File: src/rtl/mmio_host_arbiter.sv
// Two-requester MMIO host port arbiter: independent read and write channels,
// each with round-robin grant locked until downstream ack, plus a hung-access timeout.

module mmio_arb_channel #(
   parameter int PW             = 32,
   parameter int TIMEOUT_CYCLES = 1024
) (
   input  logic          clock,
   input  logic          reset,
   input  logic          req_a_i,
   input  logic          req_b_i,
   input  logic [PW-1:0] pay_a_i,
   input  logic [PW-1:0] pay_b_i,
   input  logic          dev_ack_i,
   output logic          dev_req_o,
   output logic [PW-1:0] dev_pay_o,
   output logic          ack_a_o,
   output logic          ack_b_o,
   output logic          tmo_o
);

   // state | meaning
   // IDLE  | no transaction; downstream driven 0, dev ack ignored
   // BUSY  | owner_q holds the grant until ack, drop or timeout
   typedef enum logic {IDLE, BUSY} state_t;

   localparam int CW = (TIMEOUT_CYCLES > 1) ? $clog2(TIMEOUT_CYCLES) : 1;
   localparam logic [CW-1:0] CNT_LAST = CW'((TIMEOUT_CYCLES > 0) ? TIMEOUT_CYCLES - 1 : 0);
   localparam bit TMO_EN = (TIMEOUT_CYCLES != 0);

   state_t        state_q, state_d;
   logic          owner_q, owner_d;   // 0 = A, 1 = B
   logic          prio_q, prio_d;     // side that wins a tie
   logic [CW-1:0] cnt_q, cnt_d;
   logic          own_req;
   logic [PW-1:0] own_pay;
   logic          complete;

   assign own_req = owner_q ? req_b_i : req_a_i;
   assign own_pay = owner_q ? pay_b_i : pay_a_i;

   always_ff @(posedge clock) begin
      if (reset) begin
         state_q <= IDLE;
         owner_q <= 1'b0;
         prio_q  <= 1'b0;
         cnt_q   <= '0;
      end else begin
         state_q <= state_d;
         owner_q <= owner_d;
         prio_q  <= prio_d;
         cnt_q   <= cnt_d;
      end
   end

   always_comb begin
      state_d   = state_q;
      owner_d   = owner_q;
      prio_d    = prio_q;
      cnt_d     = cnt_q;
      dev_req_o = 1'b0;
      dev_pay_o = '0;
      ack_a_o   = 1'b0;
      ack_b_o   = 1'b0;
      tmo_o     = 1'b0;
      complete  = 1'b0;

      unique case (state_q)
         IDLE: begin
            if (req_a_i || req_b_i) begin
               owner_d = (req_a_i && req_b_i) ? prio_q : req_b_i;
               state_d = BUSY;
               cnt_d   = '0;
            end
         end
         BUSY: begin
            if (!own_req) begin
               state_d = IDLE;
            end else if (dev_ack_i) begin
               dev_req_o = 1'b1;
               dev_pay_o = own_pay;
               complete  = 1'b1;
            end else if (TMO_EN && (cnt_q == CNT_LAST)) begin
               tmo_o    = 1'b1;
               complete = 1'b1;
            end else begin
               dev_req_o = 1'b1;
               dev_pay_o = own_pay;
               cnt_d     = cnt_q + 1'b1;
            end
         end
         default: state_d = IDLE;
      endcase

      if (complete) begin
         ack_a_o = ~owner_q;
         ack_b_o = owner_q;
         prio_d  = ~owner_q;
         state_d = IDLE;
      end

      // A reset cycle aborts whatever is in flight without any completion.
      if (reset) begin
         dev_req_o = 1'b0;
         dev_pay_o = '0;
         ack_a_o   = 1'b0;
         ack_b_o   = 1'b0;
         tmo_o     = 1'b0;
      end
   end

endmodule

module mmio_host_arbiter #(
   parameter int                    INDEX_WIDTH       = 32,
   parameter int                    DATA_WIDTH        = 32,
   parameter int                    TIMEOUT_CYCLES    = 1024,
   parameter logic [DATA_WIDTH-1:0] TIMEOUT_READ_DATA = 32'hDEADBEEF
) (
   input  logic                   clock,
   input  logic                   reset,
   input  logic                   a_read_req,
   input  logic                   b_read_req,
   input  logic [INDEX_WIDTH-1:0] a_read_index,
   input  logic [INDEX_WIDTH-1:0] b_read_index,
   output logic                   a_read_ack,
   output logic                   b_read_ack,
   output logic [DATA_WIDTH-1:0]  a_read_data,
   output logic [DATA_WIDTH-1:0]  b_read_data,
   input  logic                   a_write_req,
   input  logic                   b_write_req,
   input  logic [INDEX_WIDTH-1:0] a_write_index,
   input  logic [INDEX_WIDTH-1:0] b_write_index,
   input  logic [DATA_WIDTH-1:0]  a_write_data,
   input  logic [DATA_WIDTH-1:0]  b_write_data,
   output logic                   a_write_ack,
   output logic                   b_write_ack,
   output logic                   dev_read_req,
   output logic [INDEX_WIDTH-1:0] dev_read_index,
   input  logic                   dev_read_ack,
   input  logic [DATA_WIDTH-1:0]  dev_read_data,
   output logic                   dev_write_req,
   output logic [INDEX_WIDTH-1:0] dev_write_index,
   output logic [DATA_WIDTH-1:0]  dev_write_data,
   input  logic                   dev_write_ack,
   output logic                   read_timeout,
   output logic                   write_timeout,
   input  logic                   timeout_clear
);

   localparam int WPW = INDEX_WIDTH + DATA_WIDTH;

   logic                  rd_tmo, wr_tmo;
   logic [DATA_WIDTH-1:0] rd_data;
   logic [WPW-1:0]        wr_pay;
   logic                  read_timeout_q, write_timeout_q;

   mmio_arb_channel #(.PW(INDEX_WIDTH), .TIMEOUT_CYCLES(TIMEOUT_CYCLES)) u_rd (
      .clock     (clock),
      .reset     (reset),
      .req_a_i   (a_read_req),
      .req_b_i   (b_read_req),
      .pay_a_i   (a_read_index),
      .pay_b_i   (b_read_index),
      .dev_ack_i (dev_read_ack),
      .dev_req_o (dev_read_req),
      .dev_pay_o (dev_read_index),
      .ack_a_o   (a_read_ack),
      .ack_b_o   (b_read_ack),
      .tmo_o     (rd_tmo)
   );

   mmio_arb_channel #(.PW(WPW), .TIMEOUT_CYCLES(TIMEOUT_CYCLES)) u_wr (
      .clock     (clock),
      .reset     (reset),
      .req_a_i   (a_write_req),
      .req_b_i   (b_write_req),
      .pay_a_i   ({a_write_index, a_write_data}),
      .pay_b_i   ({b_write_index, b_write_data}),
      .dev_ack_i (dev_write_ack),
      .dev_req_o (dev_write_req),
      .dev_pay_o (wr_pay),
      .ack_a_o   (a_write_ack),
      .ack_b_o   (b_write_ack),
      .tmo_o     (wr_tmo)
   );

   assign {dev_write_index, dev_write_data} = wr_pay;

   assign rd_data     = rd_tmo ? TIMEOUT_READ_DATA : dev_read_data;
   assign a_read_data = a_read_ack ? rd_data : '0;
   assign b_read_data = b_read_ack ? rd_data : '0;

   // A timeout in the same cycle as a clear wins: the flag still sets.
   always_ff @(posedge clock) begin
      if (reset) begin
         read_timeout_q  <= 1'b0;
         write_timeout_q <= 1'b0;
      end else begin
         read_timeout_q  <= rd_tmo | (read_timeout_q & ~timeout_clear);
         write_timeout_q <= wr_tmo | (write_timeout_q & ~timeout_clear);
      end
   end

   assign read_timeout  = read_timeout_q;
   assign write_timeout = write_timeout_q;

endmodule

File: config.mk
export PLATFORM = sky130hd
export DESIGN_NAME = mmio_host_arbiter
export DESIGN_NICKNAME = d
export VERILOG_FILES = /design/src/rtl/mmio_host_arbiter.sv
export SDC_FILE = /design/constraint.sdc
export NUM_CORES = 1
export LEC_CHECK = 0
export ABC_CLOCK_PERIOD_IN_PS = 2200
export CAP_MARGIN = 20
export CORE_AREA = 2 2 157 159
export CTS_BUF_LIST = sky130_fd_sc_hd__clkbuf_4 sky130_fd_sc_hd__clkbuf_8
export DETAILED_ROUTE_END_ITERATION = 8
export DIE_AREA = 0 0 159 161
export GPL_ROUTABILITY_DRIVEN = 0
export PLACE_DENSITY_LB_ADDON = 0.1
export SLEW_MARGIN = 5
export SYNTH_ARGS = -nofsm -noshare
export SYNTH_HDL_FRONTEND = slang
export SYNTH_HIERARCHICAL = 1
export SYNTH_SLANG_ARGS = --single-unit
File: constraint.sdc
create_clock -name clock -period 2.2 [get_ports clock]
set_input_delay 0.55 -clock clock [delete_from_list [all_inputs] [get_ports clock]]
set_output_delay 0.55 -clock clock [all_outputs]
set_load 0.03 [all_outputs]
# Word-level counts from Yosys, hierarchy flattened
# Index checks and enable logic that the tools add are counted.
[word_totals]
mem_count = 0
rom_bits = 0
inputBits = 233
ff_bits = 28
output_inout_bits = 168
latchBits = 0
elab_cells = 110
ramBits = 0
[op_classes]
add_sub_neg = 2
div_mod_pow = 0
magnitude_cmp = 0
shift = 0
eq_ne = 10
multipliers = 0
bitwise_logic = 9
reduce_logical = 10
n_mux = 69
[op_table]
columns = ["operator", "count"]
rows = [
  ["$mux W64", 6],
  ["$mux W32", 9],
  ["$mux W10", 8],
  ["$mux W1", 42],
  ["$pmux W10 S2", 2],
  ["$add A10 B1 Y10 const B", 2],
  ["$eq A10 B10 Y1 const B", 2],
  ["$ne A2 B2 Y1 const B", 6],
  ["$reduce_and A4 Y1", 2],
  ["$not A1 Y1", 5],
  ["$ne A2 B1 Y1 const B", 2],
  ["$pmux W1 S2", 2],
  ["$reduce_and A2 Y1", 2],
  ["$reduce_or A2 Y1", 2],
  ["$and A1 B1 Y1", 2],
  ["$logic_and A1 B1 Y1", 2],
  ["$logic_or A1 B1 Y1", 2],
  ["$or A1 B1 Y1", 2],
]

# Depth between registers and ports, before layout
[logic_depth]
ltp_word = 8
mapped_depth = 9
depth_no_buf = 6

# By module
# Netlist, hierarchy kept.
[modules_own_cells]
columns = ["mod", "n_inst", "seq_area_each_um2", "cells_each", "area_each_um2"]
rows = [
  ["mmio_arb_channel at u_wr", 1, 260.2, 233, 1732.9],
  ["mmio_arb_channel at u_rd", 1, 260.2, 161, 1263.7],
  ["mmio_host_arbiter", 1, 40.0, 86, 618.1],
]

# Least setup slack after synthesis
# Ideal clock, no wire load.
[synth_timing]
path_kind = "register -> output"
startpoint = "register u_rd.cnt_q[0]"
endpoint = "output a_read_data[10]"
arrival_time_ps = 2904
path_buffers = 3
path_slack_ps = -1254
stages_incl_launch_ff = 9
path_cell_list = "dfxtp_1 ha_1 and4_4 buf_6 a31oi_1 nor4_1 buf_2 buf_2 o21a_1"
[synth_between]
elab_chain_cells = 8
word_cells_on_any_way = 13
[synth_rtl]
columns = ["element", "line_no", "text"]
rows = [
  ["start, declared", "34", "logic [CW-1:0] cnt_q, cnt_d;"],
  ["start signal, assigned", "52", "cnt_q <= cnt_d;"],
  ["$eq A10 B10 Y1", "83", "end else if (TMO_EN && (cnt_q == CNT_LAST)) begin"],
  ["$mux W1", "83", ""],
  ["$mux W1", "79", "end else if (dev_ack_i) begin"],
  ["$mux W1", "77", "if (!own_req) begin"],
  ["$mux W1", "68", "unique case (state_q)"],
  ["$mux W1", "95", "if (complete) begin"],
  ["$mux W1", "103", "if (reset) begin"],
  ["named net a_read_ack", "126", "output logic a_read_ack,"],
  ["$mux W32", "191", "assign a_read_data = a_read_ack ? rd_data : '0;"],
  ["end, declared", "128", "output logic [DATA_WIDTH-1:0] a_read_data,"],
]
# The timed path passes the listed nets, and every way through them passes these cells.

# Worst setup path after layout
[layout_timing]
startpoint = "register u_rd.cnt_q[1]"
endpoint = "output b_read_data[5]"
[layout_between]
elab_chain_cells = 8
word_cells_on_any_way = 13
[layout_rtl]
columns = ["element", "line_no", "text"]
rows = [
  ["$eq A10 B10 Y1 (*)", "83", ""],
  ["$mux W1 (*)", "83", ""],
  ["$mux W1", "79", ""],
  ["$mux W1", "77", ""],
  ["$mux W1", "68", ""],
  ["$mux W1 (on tied branches)", "103, 95", ""],
  ["$mux W32 / $mux W1 (equally long branches)", "190, 103", ""],
  ["$mux W32 (*)", "192", "assign b_read_data = b_read_ack ? rd_data : '0;"],
  ["end, declared", "129", "output logic [DATA_WIDTH-1:0] b_read_data,"],
]
# Every way passes the cells marked *; elsewhere a longest branch is shown, timed or not.

==> impl_metrics.py <==
metrics = {
    "floorplan": {
        "initial_utilization_pct": 15.1,
        "die_height_um": 161,
        "io_pins": 401,
        "core_area_um2": 24000,
        "die_x_um": 159,
        "die_area_um2": 25600,
        "rows": 57,
    },
    "route": {
        "drc": 0,
        "routed_wl_um": 21100,
        "drtAntennaViolNets": 0,
        "vias": 5471,
        "drt-wirelength-per-cell_um": 16.3,
        "vias_per_cell": 4.23,
        "firstDrtPassIters": 5,
        "drtIter0Drc": 161,
    },
    "placement": {
        "hpwl_um": 16000,
        "io_buffers": 400,
        "dp_slack_ns": -0.700,
    },
    "critical_path": {
        "crit_arrival_ns": 2.12,
        "critPathMaxFanout": 6,
        "worstSetupStartpointType": "flip-flop",
        "crit_family": "buffers and inverters",
        "critical_path_class": "reg -> out",
        "critPathMaxStageDelay_ns": 0.37,
        "worstReg2RegStart": "u_wr/cnt_q[1]$_SDFFE_PP0P_",
        "worstPathRequired_ns": 1.65,
        "crit_path_start": "u_rd/cnt_q[1]$_SDFFE_PP0P_",
        "critPathBufInv": 3,
        "endpoint_kind": "output port",
        "cp_cell_sequence": "ha_4, and4_4, buf_6, a31o_4, and3_4, bufbuf_16, o21a_4, buf_4",
        "cp_slowest_cell": "dfxtp_2",
    },
    "timing": {
        "tightest_slew_ns": 0.511,
        "setup_viol": 166,
        "max_freq_mhz": 375,
        "rsz0062_at_grt": "true",
        "period_needed_ns": 2.67,
        "maxSlewHeadroom_pct": 65.9,
        "final_hold_viol_count": 0,
        "slew_violations": 0,
        "finClkSkew_ns": 0.00221,
        "timing.hold.ws_ns": 0.479,
        "finalCritPeriodShare_pct": 121,
        "fin_tns_setup_ns": -52.57,
        "fin_ws_ns": -0.469,
    },
    "synth": {
        "yosysTopAreaCellShare_pct": 26.9,
        "ys_warn_count": 6,
        "syn_nets": 715,
        "yosysTopAreaCell": "mux2i_1",
        "synth_area_leaders": "mux2i_1 (27%), dfxtp_1 (16%), nor2_1 (11%)",
        "synth.distinct_cells": 43,
        "synth_seq_area_share_pct": 15.5,
        "synth_ff_type": "dfxtp_1",
        "synth_edf_count": 0,
        "syn_area_um2": 3610,
        "synth_cells": 480,
        "synth.avg_cell_area_um2": 7.53,
        "synth-seq-cells": 28,
        "async_flop_share_pct": 0,
    },
    "layout": {
        "final_cell_mix": "clkdlybuf4s50_1 (227), buf_6 (154), mux2i_1 (96)",
        "drive_gt1_share_pct": 51.5,
        "nets": 1204,
        "mostFrequentLayoutCell": "clkdlybuf4s50_1",
        "areaGrowthSynthToFinish_pct": 198,
        "diodes": 0,
    },
    "status": {
        "status": "finished with violations",
        "failed_checks": "setup timing",
    },
    "flow_run": {
        "maxCapViolCount": 0,
    },
    "clock_network": {
        "cts_root_buf": "clkbuf_8",
        "clkLatencyLatePin_ns": 0.28,
        "cts_tree": "done",
        "clock_sinks": 28,
        "tritoncts.num_buffers": 3,
        "cts_hold_buf": 0,
        "clk_path_buf_depth": 2,
        "clk_pin_slew_worst_paths_ns": 0.10,
        "htree_num_levels": 1,
    },
    "power_and_ir_drop": {
        "p_int_mw": 1.47,
        "leakage_nw": 4.10,
        "total_power_mw": 2.26,
        "combinationalPowerShare_pct": 62.0,
        "powerDensity_nw_per_um2": 210,
        "p_clk_share_pct": 14.6,
        "p_sw_share_pct": 34.8,
        "p_sw_mw": 0.785,
        "seq_power_share_pct": 23.4,
        "peakVddDrop_mv": 0.182,
    },
    "hold_path": {
        "hold_class": "reg -> reg",
        "hold_path.startpoint": "read_timeout$_SDFF_PP0_",
    },
    "global_routing": {
        "grt_pass1_vias": 5901,
        "grt_use_met2_pct": 31.5,
        "antenna_found_initial": 0,
        "globalRouteMet1Util_pct": 16.7,
        "grt_util_met3_pct": 3.85,
        "gr-total-overflow": 0,
        "track_usage_pct": 15.7,
        "grt_pass1_wl_um": 32700,
        "grt-busiest-layer": "met2",
        "grt_max_degree": 69,
    },
}
-- logic make-up (layout without fill, tap and decap cells) --
logic type | Yosys count | after routing | share of synthesized area (%)
and+or+nand+nor | 180 | 180 | 24.5
AOI/OAI and AO/OA | 122 | 122 | 23.9
DFF | 28 | 28 | 15.5
adders and majority gates | 2 | 2 | 0.692
muxes | 98 | 98 | 27.2
buffers and inverters | 50 | 538 | 8.13
-- routing by layer --
layer  routed length (um)  up-vias
met5                    0        -
met1                 7620     2531
met4                  244        0
met3                 1540       12
met2                11700      219
li1                     -     2709
-- repair_timing --
item,4_1_cts,5_1_grt
buffers inserted,28,9
pin swaps,60,16
setup endpoints to repair,166,166
gates cloned,14,1
endpoints found under the hold margin,0,0
resized for setup,260,41
-- synthesized netlist by cell type (3+ instances only) --
| cell | instances |
|---|---|
| buf_2 | 18 |
| a21oi_1 | 16 |
| nand3_1 | 8 |
| nand2_1 | 6 |
| nand4_1 | 4 |
| nor4_1 | 4 |
| a211oi_1 | 4 |
| dfxtp_1 | 28 |
| buf_4 | 4 |
| and3_1 | 12 |
| clkbuf_1 | 5 |
| o21ai_0 | 8 |
| mux2i_1 | 97 |
| and4_1 | 3 |
| o21a_1 | 50 |
| buf_1 | 3 |
| and2_1 | 14 |
| nor2_1 | 108 |
| inv_1 | 8 |
| o21ai_2 | 3 |
| a31oi_1 | 24 |
| o211ai_1 | 6 |
| nand2b_1 | 6 |
| buf_6 | 9 |
-- sequential cells by signal, indices dropped and copies added, names as in the netlist --
register / cells
read_timeout: 1
write_timeout: 1
u_wr/state_q: 1
u_rd/prio_q: 1
u_wr/cnt_q: 10
u_rd/cnt_q: 10
u_wr/prio_q: 1
u_rd/state_q: 1
u_wr/owner_q: 1
u_rd/owner_q: 1
-- final timing paths --
path                                 to  slack (ns)  cells after the start
max                      b_read_data[5]       -0.47                      8
min             read_timeout$_SDFF_PP0_        0.48                      2
max reg2reg  u_wr/cnt_q[0]$_SDFFE_PP0P_        0.40                      8
min reg2reg     read_timeout$_SDFF_PP0_        0.48                      2
-- stage by stage --
stage / instance area, um^2 / instances / utilization, %
after global routing: 10800 / 1292 / 45.0
after floorplan: 4620 / 480 / -
after detailed placement: 9230 / 1248 / 38.5
after global placement: 9230 / 1248 / 38.5
after CTS: 10700 / 1291 / 44.6
final: 10800 / 1292 / 45.0
-- power groups by stage --
stage               Combinational [mW]  Sequential [mW]  Clock (mW)
floorplan                        0.565            0.535           0
finish                            1.40            0.528       0.330
global placement                  1.25            0.537           0
CTS                               1.41            0.528       0.354
global route                      1.48            0.530       0.369
detailed placement                1.25            0.537           0
-- cell type report --
class	instances	area [um^2]
Clock buffer	4	55.1
Fill cell	2336	13200
Inverter	10	37.5
Multi-Input combinational cell	402	3940
Sequential cell	28	571
Tap cell	324	405
Timing Repair Buffer	524	5770
-- worst reg2reg max path, cell delays in order, from the launching register on --
cell and delay, ns:
dfxtp_2 0.35, ha_4 0.15, and4_4 0.16, buf_6 0.11, buf_6 0.12, a31o_4 0.23, buf_4 0.15, or3_1 0.34
a21oi_1 0.13
Note: power is estimated with default switching activity, not from simulation.
==> RTL edit 1 (same settings) <==
`TIMEOUT_CYCLES` is set to 1024 in 2 places; all go to 2048.
--- a/src/rtl/mmio_host_arbiter.sv
+++ b/src/rtl/mmio_host_arbiter.sv
@@ -3,7 +3,7 @@
 
 module mmio_arb_channel #(
    parameter int PW             = 32,
-   parameter int TIMEOUT_CYCLES = 1024
+   parameter int TIMEOUT_CYCLES = 2048
 ) (
    input  logic          clock,
    input  logic          reset,
@@ -114,7 +114,7 @@
 module mmio_host_arbiter #(
    parameter int                    INDEX_WIDTH       = 32,
    parameter int                    DATA_WIDTH        = 32,
-   parameter int                    TIMEOUT_CYCLES    = 1024,
+   parameter int                    TIMEOUT_CYCLES    = 2048,
    parameter logic [DATA_WIDTH-1:0] TIMEOUT_READ_DATA = 32'hDEADBEEF
 ) (
    input  logic                   clock,
Function: no difference found for any inputs over 4 cycles, from zero or initial values and one cycle with reset high; that may be too few to reach the edited logic, so the function may still have changed.
==> RTL edit 1 against the unedited design <==
The run still ends with setup timing left; combinational power grew 3%; cell area shrank 0.15%; count of clock-buffer cells in the layout grew 3; total power grew 10%; critical path depth grew 1; area after synthesis grew 1.9%; sequential cell count grew 2; sequential share of layout area grew 0.38 points; wire length grew 4.0%; setup slack gained 0.025 ns; core utilization shrank 0.068 points; critical path type unchanged; largest cell class unchanged.
==> RTL edit 1: results (changes against the unedited design) <==
outcome: "finished with violations"
violations: "setup timing"
nNonClkBuffers: 519  # -0.95%
reg2reg_to: "read_timeout"
dp_hpwl_um: 17400  # +8.9%
tns_ns: -51.23  # +1.34 ns
clock_tree_area_fraction_pct: 0.884  # +0.37 points
buf_share_pct: 53.3  # -0.19 points
tightest_slew_ns: 0.342  # -0.169 ns
synthesis.instances: 482  # +0.42%
syn-num-nets: 717  # +0.28%
top_regs: "u_rd/cnt_q: 11 flops, u_wr/cnt_q: 11 flops"
clk_latency_ns: 0.30  # +0.02 ns
path_delay_family: "simple AND/OR/NAND/NOR gates"
ys_top_cells_by_area: "mux2i_1 (26%), dfxtp_1 (16%), o21a_1 (10%)"
endpoint: "a_read_data[6]"
cts_setup_buffers: 15  # -46%
intPower_mw: 1.62  # +10%
clk_pin_slew_worst_paths_ns: 0.07  # -0.03 ns
seqAreaFraction_pct: 5.67  # +0.38 points
stdcell_area_mm2: 0.0108  # -0.15%
place_area_mm2: 0.00916  # -0.75%
slowest_delay_ns: 0.35  # -0.02 ns
grt_start_max_net_pins: 50  # -28%
use_met1_pct: 17.0  # +0.31 points
dr.pass1.iters: 4  # -1
hold-worst-slack_ns: 0.470  # -0.00876 ns
yosysSeqAreaShare_pct: 16.3  # +0.80 points
nClkBuffers: 7  # +3
wl_met2_um: 11600  # -0.33%
cts_inserted_buffers: 5  # +2
viasPerCell: 4.27  # +0.91%
wl_per_cell_um: 17.0  # +4.1%
grt_pass1_wl_um: 32600  # -0.19%
drt_iter0_drc: 185  # +15%
fillCellCount: 2360  # +1.0%
crit_fanout: 7  # +1
drive_gt1_share_pct: 51.2  # -0.31 points
synth-seq-cells: 30  # +7.1%
grt_pass1_vias: 5661  # -4.1%
final.setup.worst_slack_ns: -0.444  # +0.0251 ns
vdd_ir_drop_max_v: 0.000177  # -2.8%
ys_top_cells_by_count: "nor2_1 (101), mux2i_1 (97), o21a_1 (51)"
multi_input_area_share_pct: 35.8  # -0.77 points
finalSetupViolCount: 163  # -1.8%
RTL edit 1: power groups by stage:
stage | Combinational, mW | Sequential [mW] | Clock, mW
after floorplan | 0.575 | 0.569 | 0
after global placement | 1.30 | 0.570 | 0
after detailed placement | 1.29 | 0.570 | 0
after CTS | 1.42 | 0.559 | 0.523
after global routing | 1.52 | 0.560 | 0.535
final | 1.44 | 0.559 | 0.498
RTL edit 1: cells by family after synthesis:
| group | count (synthesis) | share of synthesized area (%) |
|---|---|---|
| simple gates | 177 | 23.2 |
| mux | 98 | 26.8 |
| flops | 30 | 16.3 |
| buf+inv | 56 | 8.76 |
| fa+ha+maj | 2 | 0.679 |
| compound gates | 119 | 24.3 |
RTL edit 1: worst reg2reg max path: cells and delay by family, from the launching register on:
family | cells | cell delay, ns
flops | 1 | 0.35
buf+inv | 5 | 0.56
fa+ha+maj | 1 | 0.13
simple gates | 3 | 0.61
compound gates | 1 | 0.12
==> RTL edit 2 (config.mk and constraints unchanged) <==
Made on the original files. Register the output `write_timeout` once more, with the module's reset; this adds one clock of latency there. The other outputs are not delayed to match.
--- a/src/rtl/mmio_host_arbiter.sv
+++ b/src/rtl/mmio_host_arbiter.sv
@@ -203,7 +203,13 @@
    end
 
    assign read_timeout  = read_timeout_q;
-   assign write_timeout = write_timeout_q;
+   always_ff @(posedge clock) begin
+      if (reset) begin
+         write_timeout <= '0;
+      end else begin
+         write_timeout <= write_timeout_q;
+      end
+   end
 
 endmodule
 
Function: no difference found for any inputs over 4 cycles, from zero or initial values and one cycle with reset high; that may be too few to reach the edited logic, so the function may still have changed.
==> RTL edit 2 against the unedited design <==
The run still ends with setup timing left; area after synthesis is 0.73% higher; first-iteration DRC count is 5.0% higher; sequential cell count rose by 1; wire length fell by 4.3%; total power grew 4.8%; setup slack better by 0.076 ns; cell area is 3.0% lower; sequential power grew 4%; global-route usage is 0.48 points lower; largest power group unchanged.
==> RTL edit 2: results (changes against the unedited design) <==
clock_tree_area_fraction_pct: 0.826  # +0.32 points
slowest_delay_ns: 0.35  # -0.02 ns
grt_pass1_wl_um: 31400  # -3.9%
vdd_ir_drop_max_v: 0.000157  # -14%
syn-num-nets: 717  # +0.28%
buf_share_pct: 52.2  # -1.3 points
cts_inserted_buffers: 5  # +2
use_met1_pct: 17.3  # +0.60 points
outcome: "finished with violations"
final.setup.worst_slack_ns: -0.393  # +0.0761 ns
rr_worst_depth: 7  # -1
drive_gt1_share_pct: 50.6  # -0.93 points
place_area_mm2: 0.00930  # +0.77%
yosysSeqAreaShare_pct: 15.9  # +0.44 points
wl_met2_um: 11000  # -5.5%
drt_iter0_drc: 169  # +5.0%
violations: "setup timing"
grt_start_max_net_pins: 52  # -25%
synthFlopType: "dfxtp_1"
met1_length_um: 7590  # -0.43%
htree_num_levels: 2  # +1
nNonClkBuffers: 512  # -2.3%
r2r_slack_ns: 0.48  # +0.08 ns
ys_top_cells_by_area: "mux2i_1 (27%), dfxtp_1 (16%), nor2_1 (11%)"
tns_ns: -47.11  # +5.45 ns
met2_usage_pct: 29.6  # -1.9 points
arrival_ns: 2.04  # -0.08 ns
multiInputGateArea_mm2: 0.00387  # -1.9%
tightest_slew_ns: 0.393  # -0.118 ns
dr_total_vias: 5378  # -1.7%
drt-total-wl_um: 20200  # -4.3%
dp_hpwl_um: 16000  # +0.18%
hold-path-endpoint: "write_timeout_q"
dr.pass1.iters: 4  # -1
pwr_density_cell_mw_per_mm2: 226  # +8.0%
p_leak_nw: 3.98  # -2.9%
final_net_count: 1196  # -0.66%
regArea_um2: 591  # +3.5%
die_w_um: 159  # unchanged
nMultiInputCombCells: 403  # +0.25%
grt_pass1_vias: 5649  # -4.3%
fillCellCount: 2332  # -0.17%
clk_pin_slew_worst_paths_ns: 0.07  # -0.03 ns
dr_wl_met3_um: 1420  # -7.4%
reg2reg_to: "u_rd/cnt_q[0]"
nClkBuffers: 6  # +2
finalSetupViolCount: 164  # -1.2%
hp-start: "write_timeout_q"
fin_skew_ns: 0.00591  # +0.00371 ns
use_met3_pct: 3.18  # -0.67 points
r2r_start: "u_rd/cnt_q[1]"
path_delay_family: "buffers and inverters"
grt.total_usage_pct: 15.2  # -0.48 points
ys_top_cells_by_count: "nor2_1 (108), mux2i_1 (97), o21a_1 (50)"
dp_slack_ns: -0.587  # +0.112 ns
crit_fanout: 34  # +28
[RTL edit 2: cell count changes after synthesis, sizes merged]
cell   unedited run  this run
nor2b             2         3
dfxtp            28        29
[RTL edit 2: cell families (layout without fill, tap and decap cells)]
logic type                 after synthesis  in the layout  share of synthesized area (%)
AOI/OAI and AO/OA                      122            122                           23.7
adders and majority gates                2              2                          0.687
DFF                                     29             29                           15.9
muxes                                   98             98                           27.0
buffers and inverters                   50            530                           8.08
and+or+nand+nor                        181            181                           24.5
[RTL edit 2: worst max path at each step]
stage | startpoint | slack (ns) | to | cells after the start
floorplan | u_rd/cnt_q[1] | -0.33 | a_read_data[14] | 8
global placement | reset | -0.56 | dev_write_index[18] | 8
detailed placement | a_read_req | -0.59 | a_read_data[20] | 8
CTS | u_rd/cnt_q[1] | -0.43 | a_read_data[9] | 8
global route | u_rd/cnt_q[1] | -0.49 | a_read_data[1] | 8
finish | u_rd/cnt_q[1] | -0.39 | a_read_data[2] | 8
[RTL edit 2: per-stage QoR]
stage               hold slack [ns]  instances
finish                        0.468       1286
detailed placement            0.457       1253
floorplan                     0.432        482
global placement              0.460       1253
global route                  0.507       1286
CTS                           0.469       1283
[RTL edit 2: power breakdown]
part           internal [mW]  switching, mW  total [mW]  leakage (nW)
logic                  0.782          0.587        1.37          3.70
registers              0.534         0.0126       0.547         0.238
clock network          0.231          0.218       0.450        0.0484
total                   1.55          0.818        2.37          3.98
[RTL edit 2: worst register-to-register path, delay by kind of cell (launching register included)]
family,cells,cell delay (ns)
compound gates,2,0.34
fa+ha+maj,1,0.15
buf+inv,2,0.29
flops,1,0.33
simple gates,2,0.52
[RTL edit 2: timing repair]
item                                    in CTS  in global routing
setup buffers                               14                  5
pin swaps                                   47                 15
gates cloned                                 8                  0
endpoints found under the setup margin     166                166
gates resized for setup                    152                 52
